### src/rtl/spi_pkg.sv
// rtl/spi_pkg.sv - SPI register map, flash command bytes and boot FSM encoding.
package spi_pkg;

    localparam logic [31:0] SPI_REG_TX   = 32'd0;
    localparam logic [31:0] SPI_REG_DIV  = 32'd4;
    localparam logic [31:0] SPI_REG_RX   = 32'd8;
    localparam logic [31:0] SPI_REG_BUSY = 32'd12;
    localparam logic [31:0] SPI_REG_CS   = 32'd16;

    localparam logic [7:0] FLASH_CMD_READ = 8'h03;
    localparam logic [7:0] FLASH_DUMMY    = 8'hFF;

    typedef enum logic [3:0] {
        ST_SET_DIV,
        ST_CS_LO,
        ST_TX,
        ST_WAIT0,
        ST_WAIT,
        ST_RX_REQ,
        ST_RX_CAP,
        ST_MEM_WR,
        ST_CS_HI,
        ST_DONE
    } boot_state_e;

    // Byte shifted out for transfer idx: READ opcode, 24-bit address MSB first, then dummies.
    function automatic logic [7:0] header_byte(input logic [2:0] idx, input logic [23:0] base);
        case (idx)
            3'd0:    return FLASH_CMD_READ;
            3'd1:    return base[23:16];
            3'd2:    return base[15:8];
            3'd3:    return base[7:0];
            default: return FLASH_DUMMY;
        endcase
    endfunction

endpackage

### src/rtl/spi_boot_seq_if.sv
// rtl/spi_boot_seq_if.sv - SPI register-port bus (write strobe, address, data, read data).
interface spi_boot_seq_if;
    logic        wen;
    logic [31:0] addr;
    logic [31:0] wdata;
    logic [31:0] rdata;

    modport master (output wen, output addr, output wdata, input rdata);
    modport slave  (input wen, input addr, input wdata, output rdata);
endinterface

### src/rtl/spi_boot_seq_mux.sv
// rtl/spi_boot_seq_mux.sv - SPI register-port ownership mux between sequencer and CPU.
module spi_boot_seq_mux (
    input  logic            own_cpu,
    input  logic            seq_wen,
    input  logic [31:0]     seq_addr,
    input  logic [31:0]     seq_wdata,
    spi_boot_seq_if.slave   cpu,
    spi_boot_seq_if.master  spi
);

    assign spi.wen   = own_cpu ? cpu.wen   : seq_wen;
    assign spi.addr  = own_cpu ? cpu.addr  : seq_addr;
    assign spi.wdata = own_cpu ? cpu.wdata : seq_wdata;

    // The CPU sees nothing from the controller until the boot copy has released the port.
    assign cpu.rdata = own_cpu ? spi.rdata : 32'h0;

endmodule

### src/rtl/spi_boot_seq.sv
// rtl/spi_boot_seq.sv - boot sequencer: copies a flash image into RAM over SPI, then
// hands the SPI register port to the CPU and releases it from hold.
module spi_boot_seq
    import spi_pkg::*;
#(
    parameter logic [23:0] FLASH_BASE = 24'h000000,
    parameter logic [31:0] BOOT_LEN   = 32'd4096,
    parameter logic [31:0] RAM_BASE   = 32'h00000000,
    parameter logic [31:0] CLK_DIV    = 32'd1
) (
    input  logic            clk,
    input  logic            reset,
    spi_boot_seq_if.slave   cpu,
    spi_boot_seq_if.master  spi,
    output logic            mem_wen,
    output logic [31:0]     mem_addr,
    output logic [31:0]     mem_wdata,
    output logic            cpu_hold,
    output logic            boot_done
);

    boot_state_e state_q, state_d;
    logic [2:0]  hdr_cnt_q, hdr_cnt_d;
    logic        tx_hdr_q, tx_hdr_d;
    logic [31:0] byte_cnt_q, byte_cnt_d;
    logic [31:0] word_q, word_d;
    logic        boot_done_q, boot_done_d;
    logic        cpu_hold_q, cpu_hold_d;

    logic        seq_wen;
    logic [31:0] seq_addr;
    logic [31:0] seq_wdata;

    always_ff @(posedge clk) begin
        if (reset) begin
            state_q     <= ST_SET_DIV;
            hdr_cnt_q   <= 3'd0;
            tx_hdr_q    <= 1'b0;
            byte_cnt_q  <= 32'd0;
            word_q      <= 32'd0;
            boot_done_q <= 1'b0;
            cpu_hold_q  <= 1'b1;
        end else begin
            state_q     <= state_d;
            hdr_cnt_q   <= hdr_cnt_d;
            tx_hdr_q    <= tx_hdr_d;
            byte_cnt_q  <= byte_cnt_d;
            word_q      <= word_d;
            boot_done_q <= boot_done_d;
            cpu_hold_q  <= cpu_hold_d;
        end
    end

    always_comb begin
        state_d     = state_q;
        hdr_cnt_d   = hdr_cnt_q;
        tx_hdr_d    = tx_hdr_q;
        byte_cnt_d  = byte_cnt_q;
        word_d      = word_q;
        boot_done_d = boot_done_q;
        cpu_hold_d  = cpu_hold_q;
        seq_wen     = 1'b0;
        seq_addr    = 32'h0;
        seq_wdata   = 32'h0;
        mem_wen     = 1'b0;
        mem_addr    = 32'h0;
        mem_wdata   = 32'h0;

        case (state_q)
            ST_SET_DIV: begin
                seq_wen   = 1'b1;
                seq_addr  = SPI_REG_DIV;
                seq_wdata = CLK_DIV;
                state_d   = (BOOT_LEN == 32'd0) ? ST_DONE : ST_CS_LO;
            end
            ST_CS_LO: begin
                seq_wen   = 1'b1;
                seq_addr  = SPI_REG_CS;
                seq_wdata = 32'd0;
                state_d   = ST_TX;
            end
            ST_TX: begin
                seq_wen   = 1'b1;
                seq_addr  = SPI_REG_TX;
                seq_wdata = {24'h0, header_byte(hdr_cnt_q, FLASH_BASE)};
                tx_hdr_d  = (hdr_cnt_q != 3'd4);
                if (hdr_cnt_q != 3'd4) begin
                    hdr_cnt_d = hdr_cnt_q + 3'd1;
                end
                state_d   = ST_WAIT0;
            end
            // Read data here still reflects the TX-register access; busy is valid next cycle.
            ST_WAIT0: begin
                seq_addr = SPI_REG_BUSY;
                state_d  = ST_WAIT;
            end
            ST_WAIT: begin
                seq_addr = SPI_REG_BUSY;
                if (!spi.rdata[0]) begin
                    state_d = tx_hdr_q ? ST_TX : ST_RX_REQ;
                end
            end
            ST_RX_REQ: begin
                seq_addr = SPI_REG_RX;
                state_d  = ST_RX_CAP;
            end
            ST_RX_CAP: begin
                seq_addr   = SPI_REG_RX;
                word_d     = word_q | ({24'h0, spi.rdata[7:0]} << {byte_cnt_q[1:0], 3'b000});
                byte_cnt_d = byte_cnt_q + 32'd1;
                if (byte_cnt_q[1:0] == 2'd3 || byte_cnt_q == BOOT_LEN - 32'd1) begin
                    state_d = ST_MEM_WR;
                end else begin
                    state_d = ST_TX;
                end
            end
            // byte_cnt_q already counts the last captured byte, so step back one to find its word.
            ST_MEM_WR: begin
                mem_wen   = 1'b1;
                mem_addr  = RAM_BASE + ((byte_cnt_q - 32'd1) & ~32'd3);
                mem_wdata = word_q;
                word_d    = 32'd0;
                state_d   = (byte_cnt_q == BOOT_LEN) ? ST_CS_HI : ST_TX;
            end
            ST_CS_HI: begin
                seq_wen   = 1'b1;
                seq_addr  = SPI_REG_CS;
                seq_wdata = 32'd1;
                state_d   = ST_DONE;
            end
            ST_DONE: begin
                boot_done_d = 1'b1;
                cpu_hold_d  = 1'b0;
            end
            default: begin
                state_d = ST_SET_DIV;
            end
        endcase

        // Keep both buses quiet while reset is held, even though the state sits in SET_DIV.
        if (reset) begin
            seq_wen   = 1'b0;
            seq_addr  = 32'h0;
            seq_wdata = 32'h0;
            mem_wen   = 1'b0;
            mem_addr  = 32'h0;
            mem_wdata = 32'h0;
        end
    end

    spi_boot_seq_mux u_mux (
        .own_cpu   (boot_done_q),
        .seq_wen   (seq_wen),
        .seq_addr  (seq_addr),
        .seq_wdata (seq_wdata),
        .cpu       (cpu),
        .spi       (spi)
    );

    assign boot_done = boot_done_q;
    assign cpu_hold  = cpu_hold_q;

endmodule

### src/flat_wrapper.sv
// flat-port wrapper written by rule: the top's interface ports become plain ports
module spi_boot_seq_flat import spi_pkg::*;
#(
    parameter logic [23:0] FLASH_BASE = 24'h000000,
    parameter logic [31:0] BOOT_LEN   = 32'd4096,
    parameter logic [31:0] RAM_BASE   = 32'h00000000,
    parameter logic [31:0] CLK_DIV    = 32'd1
)
  (clk, reset, mem_wen, mem_addr, mem_wdata, cpu_hold, boot_done, cpu_wen, cpu_addr, cpu_wdata, cpu_rdata, spi_wen, spi_addr, spi_wdata, spi_rdata);
  spi_boot_seq_if cpu_i ();
  spi_boot_seq_if spi_i ();
  input  logic clk;
  input  logic reset;
  output logic mem_wen;
  output logic [31:0] mem_addr;
  output logic [31:0] mem_wdata;
  output logic cpu_hold;
  output logic boot_done;
  input wire logic [$bits(cpu_i.wen)-1:0] cpu_wen;
  input wire logic [$bits(cpu_i.addr)-1:0] cpu_addr;
  input wire logic [$bits(cpu_i.wdata)-1:0] cpu_wdata;
  output wire logic [$bits(cpu_i.rdata)-1:0] cpu_rdata;
  output wire logic [$bits(spi_i.wen)-1:0] spi_wen;
  output wire logic [$bits(spi_i.addr)-1:0] spi_addr;
  output wire logic [$bits(spi_i.wdata)-1:0] spi_wdata;
  input wire logic [$bits(spi_i.rdata)-1:0] spi_rdata;
  assign cpu_i.wen = cpu_wen;
  assign cpu_i.addr = cpu_addr;
  assign cpu_i.wdata = cpu_wdata;
  assign cpu_rdata = cpu_i.rdata;
  assign spi_wen = spi_i.wen;
  assign spi_addr = spi_i.addr;
  assign spi_wdata = spi_i.wdata;
  assign spi_i.rdata = spi_rdata;
  spi_boot_seq #(.FLASH_BASE(FLASH_BASE), .BOOT_LEN(BOOT_LEN), .RAM_BASE(RAM_BASE), .CLK_DIV(CLK_DIV)) u_core (.clk(clk), .reset(reset), .cpu(cpu_i), .spi(spi_i), .mem_wen(mem_wen), .mem_addr(mem_addr), .mem_wdata(mem_wdata), .cpu_hold(cpu_hold), .boot_done(boot_done));
endmodule
### config.mk
export PLATFORM = sky130hd
export DESIGN_NAME = spi_boot_seq_flat
export DESIGN_NICKNAME = d
export VERILOG_FILES = /design/src/rtl/spi_pkg.sv /design/src/rtl/spi_boot_seq_if.sv /design/src/rtl/spi_boot_seq_mux.sv /design/src/rtl/spi_boot_seq.sv /design/src/flat_wrapper.sv
export SDC_FILE = /design/constraint.sdc
export NUM_CORES = 1
export LEC_CHECK = 0
export CELL_PAD_IN_SITES_DETAIL_PLACEMENT = 1
export CELL_PAD_IN_SITES_GLOBAL_PLACEMENT = 2
export CORE_UTILIZATION = 21
export DETAILED_ROUTE_END_ITERATION = 10
export GPL_TIMING_DRIVEN = 0
export PLACE_DENSITY_LB_ADDON = 0.12
export SYNTH_ARGS = -nofsm -noshare
export SYNTH_HDL_FRONTEND = slang
export SYNTH_SLANG_ARGS = --single-unit
### constraint.sdc
create_clock -name clk -period 2.95 [get_ports clk]
set_input_delay 0.59 -clock clk [delete_from_list [all_inputs] [get_ports clk]]
set_output_delay 0.59 -clock clk [all_outputs]
set_load 0.02 [all_outputs]
==> results.json, run 1 <==
{
  "synthMuxAreaShare_pct": 2.34,
  "critPathKind": "reg -> out",
  "wl_per_cell_um": 18.1,
  "tritoncts": "done",
  "start_util_pct": 21.5,
  "p_total_mw": 2.54,
  "dieArea_um2": 24800,
  "dpl_worst_slack_ns": -1.29,
  "cp.required_ns": 2.36,
  "synth_cell_types": 54,
  "grt_max_degree": 15,
  "synth_commonest_cells": "and2_1, dfxtp_1, nor2_1",
  "hold_class": "reg -> reg",
  "placed_cell_area_um2": 8080,
  "avgSynthCellArea_um2": 7.34,
  "synth_fa_ha_area_share_pct": 1.97,
  "ant_nets": 0,
  "regToRegSetupSlack_ns": 0.55,
  "period_share_pct": 102,
  "h-tree-depth": 3,
  "final_area_um2": 8980,
  "setup_violations": 1,
  "num_vias": 6096,
  "drt_wl_total_um": 23900,
  "core_area_um2": 23500,
  "numCtsBuffers": 9,
  "async_flop_share_pct": 0,
  "yosysTopAreaCell": "dfxtp_1",
  "drt_iter0_drc": 216,
  "path_cells": "or4_4 > or4_4 > or4_4 > a21oi_4 > buf_6",
  "layout.cells.non_filler": 1316,
  "syn_to_final_growth_pct": 77.2,
  "worst_r2r_endpoint": "u_core.byte_cnt_q[26]",
  "worst_r2r_path_depth": 6,
  "hp-start": "u_core.word_q[11]",
  "fin_nets": 1099,
  "rsz0062_at_grt": "yes",
  "critical-path-max-stage-delay_ns": 0.53,
  "grt_usage_pct": 19.1,
  "n_antenna_cell": 0,
  "crit_fanout": 6,
  "rows": 56,
  "cts.sinks": 74,
  "violations": "negative setup slack",
  "synth_seq_area_share_pct": 29.2,
  "clk_pin_slew_worst_paths_ns": 0.07,
  "finClkSkew_ns": 0.00887,
  "grt_pass1_vias": 6144,
  "hold_viol": 0,
  "clockRootBuffer": "clkbuf_16",
  "relSlewSlack_pct": 26.5,
  "grt_pass1_wl_um": 36100,
  "synthCells": 691,
  "synth-main-ff-cell": "dfxtp_1",
  "synth_xor_area_share_pct": 3.80,
  "ios": 263,
  "irDropWorstVdd_uv": 230,
  "synth-edff-count": 0,
  "clock.fmax_mhz": 332,
  "min_to": "u_core.word_q[11]",
  "route.detailed.drc": 0,
  "max_cap_violations": 0,
  "synth_warnings": 0,
  "fin_ws_ns": -0.0632,
  "final.min_clock_period_ns": 3.01,
  "hold_ws_ns": 0.467,
  "hpwl_um": 17800,
  "synth-compound-area-share_pct": 15.2,
  "arrival_ns": 2.42,
  "synth.most_common_cell": "and2_1",
  "routabilityCongestion": 0.739,
  "outcome": "complete, but fails checks",
  "cpMaxStageDelayCell": "or4_4",
  "crit_top_cell": "or4_4",
  "power_density_nw_per_um2": 283,
  "crit_path_start_kind": "flop",
  "synth.top_cell.area_share_pct": 29.2,
  "synth_area_leaders": "dfxtp_1, and2_1, a21oi_1, nor2_1, clkbuf_1",
  "syn_area_um2": 5070,
  "p_leak_nw": 3.77,
  "grt_overflow": 0,
  "dpl.cell_count": 1271,
  "die-width_um": 157,
  "first_pass_iters": 4,
  "slew_violations": 0,
  "synth_top_family_by_area": "simple AND/OR/NAND/NOR gates",
  "tightest_slew_ns": 1.09,
  "hold-path-cell-count": 2,
  "synth-simple-area-share_pct": 41.2,
  "antenna_found_initial": 0,
  "timing.rr.start": "u_core.byte_cnt_q[3]",
  "synth-seq-cells": 74,
  "via_per_inst": 4.63,
  "end_kind": "output pin",
  "dieHeight_um": 157,
  "port_buffers": 260,
  "drive_gt1_share_pct": 19.1,
  "cts_max_path_buffers": 2,
  "clk_latency_ns": 0.35
}
worst max-delay path by stage:
stage                          start      endpoint  slack (ns)  cells after the start
2_1_floorplan   u_core.byte_cnt_q[0]  mem_addr[30]        0.09                      7
3_3_place_gp    u_core.byte_cnt_q[0]  mem_addr[30]       -1.33                      8
3_5_place_dp    u_core.byte_cnt_q[0]  mem_addr[30]       -1.29                      8
4_1_cts        u_core.byte_cnt_q[25]  mem_addr[31]       -0.17                      6
5_1_grt        u_core.byte_cnt_q[25]  mem_addr[31]       -0.11                      5
6_report       u_core.byte_cnt_q[25]  mem_addr[31]       -0.06                      5
report_power, final:
| group | switching (mW) | total, mW | internal (mW) |
|---|---|---|---|
| registers | 0.0153 | 1.02 | 1.01 |
| logic | 0.165 | 0.363 | 0.198 |
| clock network | 0.496 | 1.16 | 0.662 |
| total | 0.676 | 2.54 | 1.87 |
flip-flops by register name, indices dropped and copies added (netlist names):
name and count:
u_core.hdr_cnt_q 3, u_core.state_q 4, u_core.word_q 32, u_core.cpu_hold 1, u_core.tx_hdr_q 1, u_core.byte_cnt_q 32, u_core.boot_done 1
per-layer routing:
layer	vias to the layer above	share of wire [%]	track usage [%]
met5	-	0	0
met4	0	0.27	2.64
met3	11	5.9	5.12
met2	140	48	31.2
met1	2928	46	25.4
li1	3017	-	-
placed cells by master (no fill, tap or decap), types with 15 or more instances in the layout:
cell	instances
clkdlybuf4s50_1	185
and2_1	118
nor2_1	72
a21oi_1	64
dfxtp_1	62
buf_4	49
dlygate4sd2_1	39
nand2_1	27
or3_1	21
o21ai_0	19
clkbuf_1	18
nand4_1	17
nor3_1	17
xnor2_1	17
clkbuf_2	16
nand3_1	15
cell type report:
| class | count | area (µm²) |
|---|---|---|
| Clock buffer | 9 | 225 |
| Sequential cell | 74 | 1510 |
| Buffer | 46 | 267 |
| Inverter | 14 | 57.6 |
| Multi-Input combinational cell | 540 | 3560 |
| Tap cell | 319 | 399 |
| Clock inverter | 7 | 76.3 |
| Timing Repair Buffer | 307 | 2890 |
| Fill cell | 2883 | 14600 |
critical path: cells and delay by family (launching register included):
| family | cells | cell delay (ns) |
|---|---|---|
| buffers and inverters | 1 | 0.13 |
| AOI/OAI and AO/OA | 1 | 0.16 |
| and+or+nand+nor | 3 | 1.42 |
| DFF | 1 | 0.37 |
cell families after synthesis:
logic type / after synthesis
simple gates: 368
fa+ha+maj: 8
xor+xnor: 22
buf+inv: 78
compound gates: 129
flops: 74
other cells: 1
mux: 11
stage by stage:
step	util, %	TNS (ns)
after floorplan	-	0
after global placement	34.3	-53.24
after detailed placement	34.3	-53.03
after CTS	37.3	-0.370
after global routing	38.2	-0.234
final	38.2	-0.0632
timing repair:
action	CTS	global route
pin swaps	13	14
buffers inserted	34	13
hold buffers	0	0
setup endpoints to repair	145	50
gates resized for setup	225	63
(Power assumes the default switching activity.)
==> inputs of run 2 (changes only) <==
Settings changed: CELL_PAD_IN_SITES_DETAIL_PLACEMENT 1 to 0, RECOVER_POWER set to 25.
==> results.json, run 2 (same netlist as run 1, synthesis figures left out) <==
{
  "outcome": "complete, but fails checks",
  "violations": "negative setup slack",
  "ios": 263,
  "final_cell_mix": "clkdlybuf4s50_1, and2_1, nor2_1, a21oi_1, dfxtp_1",
  "timing.rr.start": "u_core.byte_cnt_q[3]",
  "p_total_mw": 2.51,
  "mostFrequentLayoutCell": "clkdlybuf4s50_1",
  "slew_violations": 0,
  "fin_nets": 1087,
  "core_area_um2": 23500,
  "intPower_mw": 1.80,
  "drive_gt1_share_pct": 17.2,
  "routabilityCongestion": 0.739,
  "h-tree-depth": 3,
  "largestRegisters": "u_core.byte_cnt_q (32), u_core.word_q (32), u_core.state_q (4)",
  "die-width_um": 157,
  "max_cap_violations": 0,
  "power_frac_clock_pct": 44.8,
  "numCtsBuffers": 9,
  "num_vias": 5834,
  "dieHeight_um": 157,
  "fillerInstances": 2591,
  "irDropWorstVdd_uv": 241,
  "drt_iter0_drc": 233,
  "fin_util_pct": 37.4,
  "hold_ws_ns": 0.457,
  "wl_per_cell_um": 17.4,
  "hold-path-cell-count": 1,
  "hold_class": "reg -> reg",
  "critPathKind": "reg -> out",
  "grt_max_degree": 17,
  "first_pass_iters": 4,
  "p_switching_mw": 0.708,
  "via_per_inst": 4.47,
  "wl_met3_um": 1300,
  "ant_nets": 0,
  "grt_pass1_vias": 5801,
  "top_layer": "met4",
  "port_buffers": 260,
  "layout.cells.non_filler": 1305,
  "antenna_found_initial": 0,
  "combinationalPowerShare_pct": 14.4,
  "period_share_pct": 104,
  "final.min_clock_period_ns": 3.06,
  "setup_violations": 3,
  "route.met2.wl_um": 10700,
  "hpwl_um": 17000,
  "rsz0062_at_grt": "yes",
  "relSlewSlack_pct": 31.3,
  "rows": 56,
  "clk_latency_ns": 0.35,
  "grt_pass1_wl_um": 34600,
  "tritoncts": "done",
  "cts.sinks": 74,
  "min_to": "u_core.cpu_hold",
  "grt_usage_pct": 18.4,
  "fin_ws_ns": -0.107,
  "dieArea_um2": 24800,
  "syn_to_final_growth_pct": 73.6,
  "hp-start": "u_core.cpu_hold",
  "worst_r2r_path_depth": 6,
  "hold_viol": 0,
  "drt_wl_total_um": 22800,
  "crit_fanout": 8,
  "p_leak_nw": 3.69,
  "clockRootBuffer": "clkbuf_16",
  "grt_overflow": 0,
  "dpl.cell_count": 1271,
  "timing.setup.tns_ns": -0.200,
  "worst_r2r_endpoint": "u_core.byte_cnt_q[26]",
  "end_kind": "output pin",
  "cts_max_path_buffers": 2,
  "start_util_pct": 21.5,
  "swShare_pct": 28.2,
  "regToRegSetupSlack_ns": 0.21,
  "seq_power_share_pct": 40.8,
  "arrival_ns": 2.47,
  "clock.fmax_mhz": 327,
  "route.detailed.drc": 0,
  "cp.required_ns": 2.36,
  "power_density_nw_per_um2": 285,
  "finClkSkew_ns": 0.0127,
  "crit_path_start_kind": "flop",
  "met1Wirelength_um": 10700,
  "clk_pin_slew_worst_paths_ns": 0.07,
  "tightest_slew_ns": 1.02
}
## run 2: cell count changes in the layout (fill, tap and decap cells not counted), moves of 3 or more
cell and change:
clkbuf_2 +3, buf_1 -3, buf_6 -7, clkbuf_1 +6
buf_4 -12, clkdlybuf4s15_2 -5
## run 2: how the worst max path moves through the flow
stage                         endpoint  depth (start not counted)             startpoint
after floorplan           mem_addr[30]                          7   u_core.byte_cnt_q[0]
after global placement    mem_addr[30]                          8   u_core.byte_cnt_q[0]
after detailed placement  mem_addr[30]                          8   u_core.byte_cnt_q[0]
after CTS                 mem_addr[31]                          6  u_core.byte_cnt_q[25]
after global routing      mem_addr[31]                          5  u_core.byte_cnt_q[25]
final                     mem_addr[31]                          5  u_core.byte_cnt_q[25]
## run 2: worst max-delay path: stages (launching register included)
cell and delay, ns:
dfxtp_4 0.37, or4_4 0.55, or4_4 0.45, or4_4 0.44
a21oi_4 0.16, buf_6 0.14
## run 2: timing repair
| action | CTS | global route |
|---|---|---|
| endpoints found under the setup margin | 145 | 43 |
| hold buffers | 0 | 0 |
| pin swaps | 17 | 11 |
| setup buffers | 26 | 8 |
| gates resized for setup | 216 | 58 |
## run 2: power by group through the flow
stage / Sequential [mW] / Clock (mW) / Combinational (mW)
2_1_floorplan: 1.04 / 0 / 0.149
3_3_place_gp: 1.04 / 0 / 0.362
3_5_place_dp: 1.04 / 0 / 0.362
4_1_cts: 1.02 / 1.16 / 0.360
5_1_grt: 1.03 / 1.19 / 0.395
6_report: 1.02 / 1.12 / 0.361
## run 2: stage by stage
| step | area, µm² | setup slack, ns |
|---|---|---|
| after floorplan | 5070 | 0.0856 |
| after CTS | 8710 | -0.193 |
| after global routing | 8800 | -0.153 |
| after global placement | 8080 | -1.33 |
| final | 8800 | -0.107 |
| after detailed placement | 8080 | -1.30 |
## run 2: cell type report
class | instances | area (µm²) | share of cell area, %
multi-input cells | 540 | 3560 | 40.4
repair buffers | 294 | 2740 | 31.1
flip-flops and latches | 74 | 1510 | 17.1
well taps | 319 | 399 | 4.54
plain buffers | 47 | 250 | 2.84
clock buffers | 9 | 225 | 2.56
clock inverters | 7 | 65.1 | 0.739
inverters | 14 | 57.6 | 0.654
diodes | 1 | 2.50 | 0.0284
## run 2: per-layer routing
layer / vias to the layer above / global-route usage, %
li1: 3000 / -
met1: 2691 / 24.8
met2: 135 / 29.4
met3: 8 / 5.42
met4: 0 / 2.17
met5: - / 0
==> edit (config.mk and constraints of run 1) <==
The 10 states of `boot_state_e` get a one-hot encoding in 10 bits.
--- a/src/rtl/spi_pkg.sv
+++ b/src/rtl/spi_pkg.sv
@@ -10,17 +10,17 @@
     localparam logic [7:0] FLASH_CMD_READ = 8'h03;
     localparam logic [7:0] FLASH_DUMMY    = 8'hFF;
 
-    typedef enum logic [3:0] {
-        ST_SET_DIV,
-        ST_CS_LO,
-        ST_TX,
-        ST_WAIT0,
-        ST_WAIT,
-        ST_RX_REQ,
-        ST_RX_CAP,
-        ST_MEM_WR,
-        ST_CS_HI,
-        ST_DONE
+    typedef enum logic [9:0] {
+        ST_SET_DIV = 10'b0000000001,
+        ST_CS_LO   = 10'b0000000010,
+        ST_TX      = 10'b0000000100,
+        ST_WAIT0   = 10'b0000001000,
+        ST_WAIT    = 10'b0000010000,
+        ST_RX_REQ  = 10'b0000100000,
+        ST_RX_CAP  = 10'b0001000000,
+        ST_MEM_WR  = 10'b0010000000,
+        ST_CS_HI   = 10'b0100000000,
+        ST_DONE    = 10'b1000000000
     } boot_state_e;
 
     // Byte shifted out for transfer idx: READ opcode, 24-bit address MSB first, then dummies.
Formal check against the unedited RTL: same outputs for any inputs over 10 cycles, from zero or initial values and one cycle with reset high; not proved beyond that.
==> edit against run 1 <==
- the run still ends with negative setup slack left
- die area grew 3.4%
- routed wire length shrank 0.67%
- core utilization shrank 1.6 points
- area after synthesis grew 3.5%
- total power grew 3.9%
- critical path depth grew 1
- worst setup slack lost 0.073 ns
- cell area shrank 0.74%
- sequential cell count grew 6
- clock skew shrank 0.00060 ns
- highest routed layer unchanged
==> edit: results (changes against run 1) <==
Worst Setup SP=u_core.byte_cnt_q[4]; main area contributors after synthesis=dfxtp_1 31%, and2_1 10%, nor2_1 7.5%; Post-Syn Instances=711 (+2.9%); Filler cells=2976 (+3.2%); Critical Path AT=2.50 ns (+0.08 ns); global-route met3 utilization=0.0314 (-0.0198); worst slew pin tran=1.15 ns (+0.0601 ns); FF-to-FF path depth=7 (+1); Worst Skew=0.00826 ns (-0.000604 ns); Post-synth top cells=105 x nor2_1, 87 x and2_1, 80 x dfxtp_1; grt met2 use=0.327 (+0.0154); VDD IR max=0.261 mV (+13%); Place WS=-0.857 ns (+0.437 ns); DP Area=0.00825 mm2 (+2.2%); R2R setup slack=0.44 ns (-0.11 ns); Top Registers=u_core.byte_cnt_q x32, u_core.word_q x32, u_core.state_q x10; Tot GR Track Use=0.184 (-0.00689); hold endpoint=u_core.cpu_hold; failing checks=negative setup slack; nets=1108 (+0.82%); Synth Area in Adders=0.0167 (-0.00305); Post-Layout Cell Count=1330 (+1.1%); LEAKAGE=3.88 nW (+2.9%); post-synthesis sequential area ratio=0.305 (+0.0131); hold wc startpoint=u_core.cpu_hold; met1 Resource Use GR=0.226 (-0.0278); Worst Setup EP=mem_addr[16]; vias per cell=4.47 (-3.4%); Met1 Routed Length=10600 um (-2.2%); Reg-to-Reg End=u_core.word_q[11]; worst r2r src=u_core.state_q[9]; Netlist cell types=53 (-1.9%); CP peak stage delay=0.60 ns (+0.07 ns); Post-DP HPWL=18200 um (+2.3%); post-synthesis mux area share=0.00572 (-0.0177); # setup viols final=10 (+9); final worst slack=-0.136 ns (-0.0728 ns); sw frac=0.231 (-0.0352); outcome=finished with violations; xor/xnor share of the synthesized area=0.0818 (+0.0438); Final GP Congestion=0.747 (+0.97%); 1st-iter DRT viols=215 (-0.46%); PortBufs=259 (-0.38%); Hold Slack=0.442 ns (-0.0249 ns)
[edit: changes by cell type after synthesis, moves of 12 or more]
cell,run 1,this run
a21oi_1,69,47
and2_1,118,87
and3_1,3,34
nor2_1,74,105
or4_1,19,7
xnor2_1,17,35
[edit: area by class of cell]
cell class,count,area [um2],share of cell area
Buffer,50,249,0.0279
Clock inverter,4,76.3,0.00856
Tap cell,324,405,0.0455
Clock buffer,11,253,0.0283
Sequential cell,80,1640,0.184
Inverter,18,67.6,0.00758
Multi-Input combinational cell,543,3510,0.393
Timing Repair Buffer,300,2720,0.305
[edit: power by group through the flow]
stage	Sequential [mW]	Combinational, mW	Clock [mW]
3_5_place_dp	1.12	0.286	0
2_1_floorplan	1.12	0.0984	0
4_1_cts	1.09	0.291	1.30
5_1_grt	1.09	0.315	1.35
3_3_place_gp	1.12	0.284	0
6_report	1.09	0.291	1.26
[edit: repair_timing]
action	CTS	global route
endpoints found under the setup margin	160	79
pin swaps	25	17
hold buffers	0	0
buffers inserted	24	17
gates resized for setup	352	61
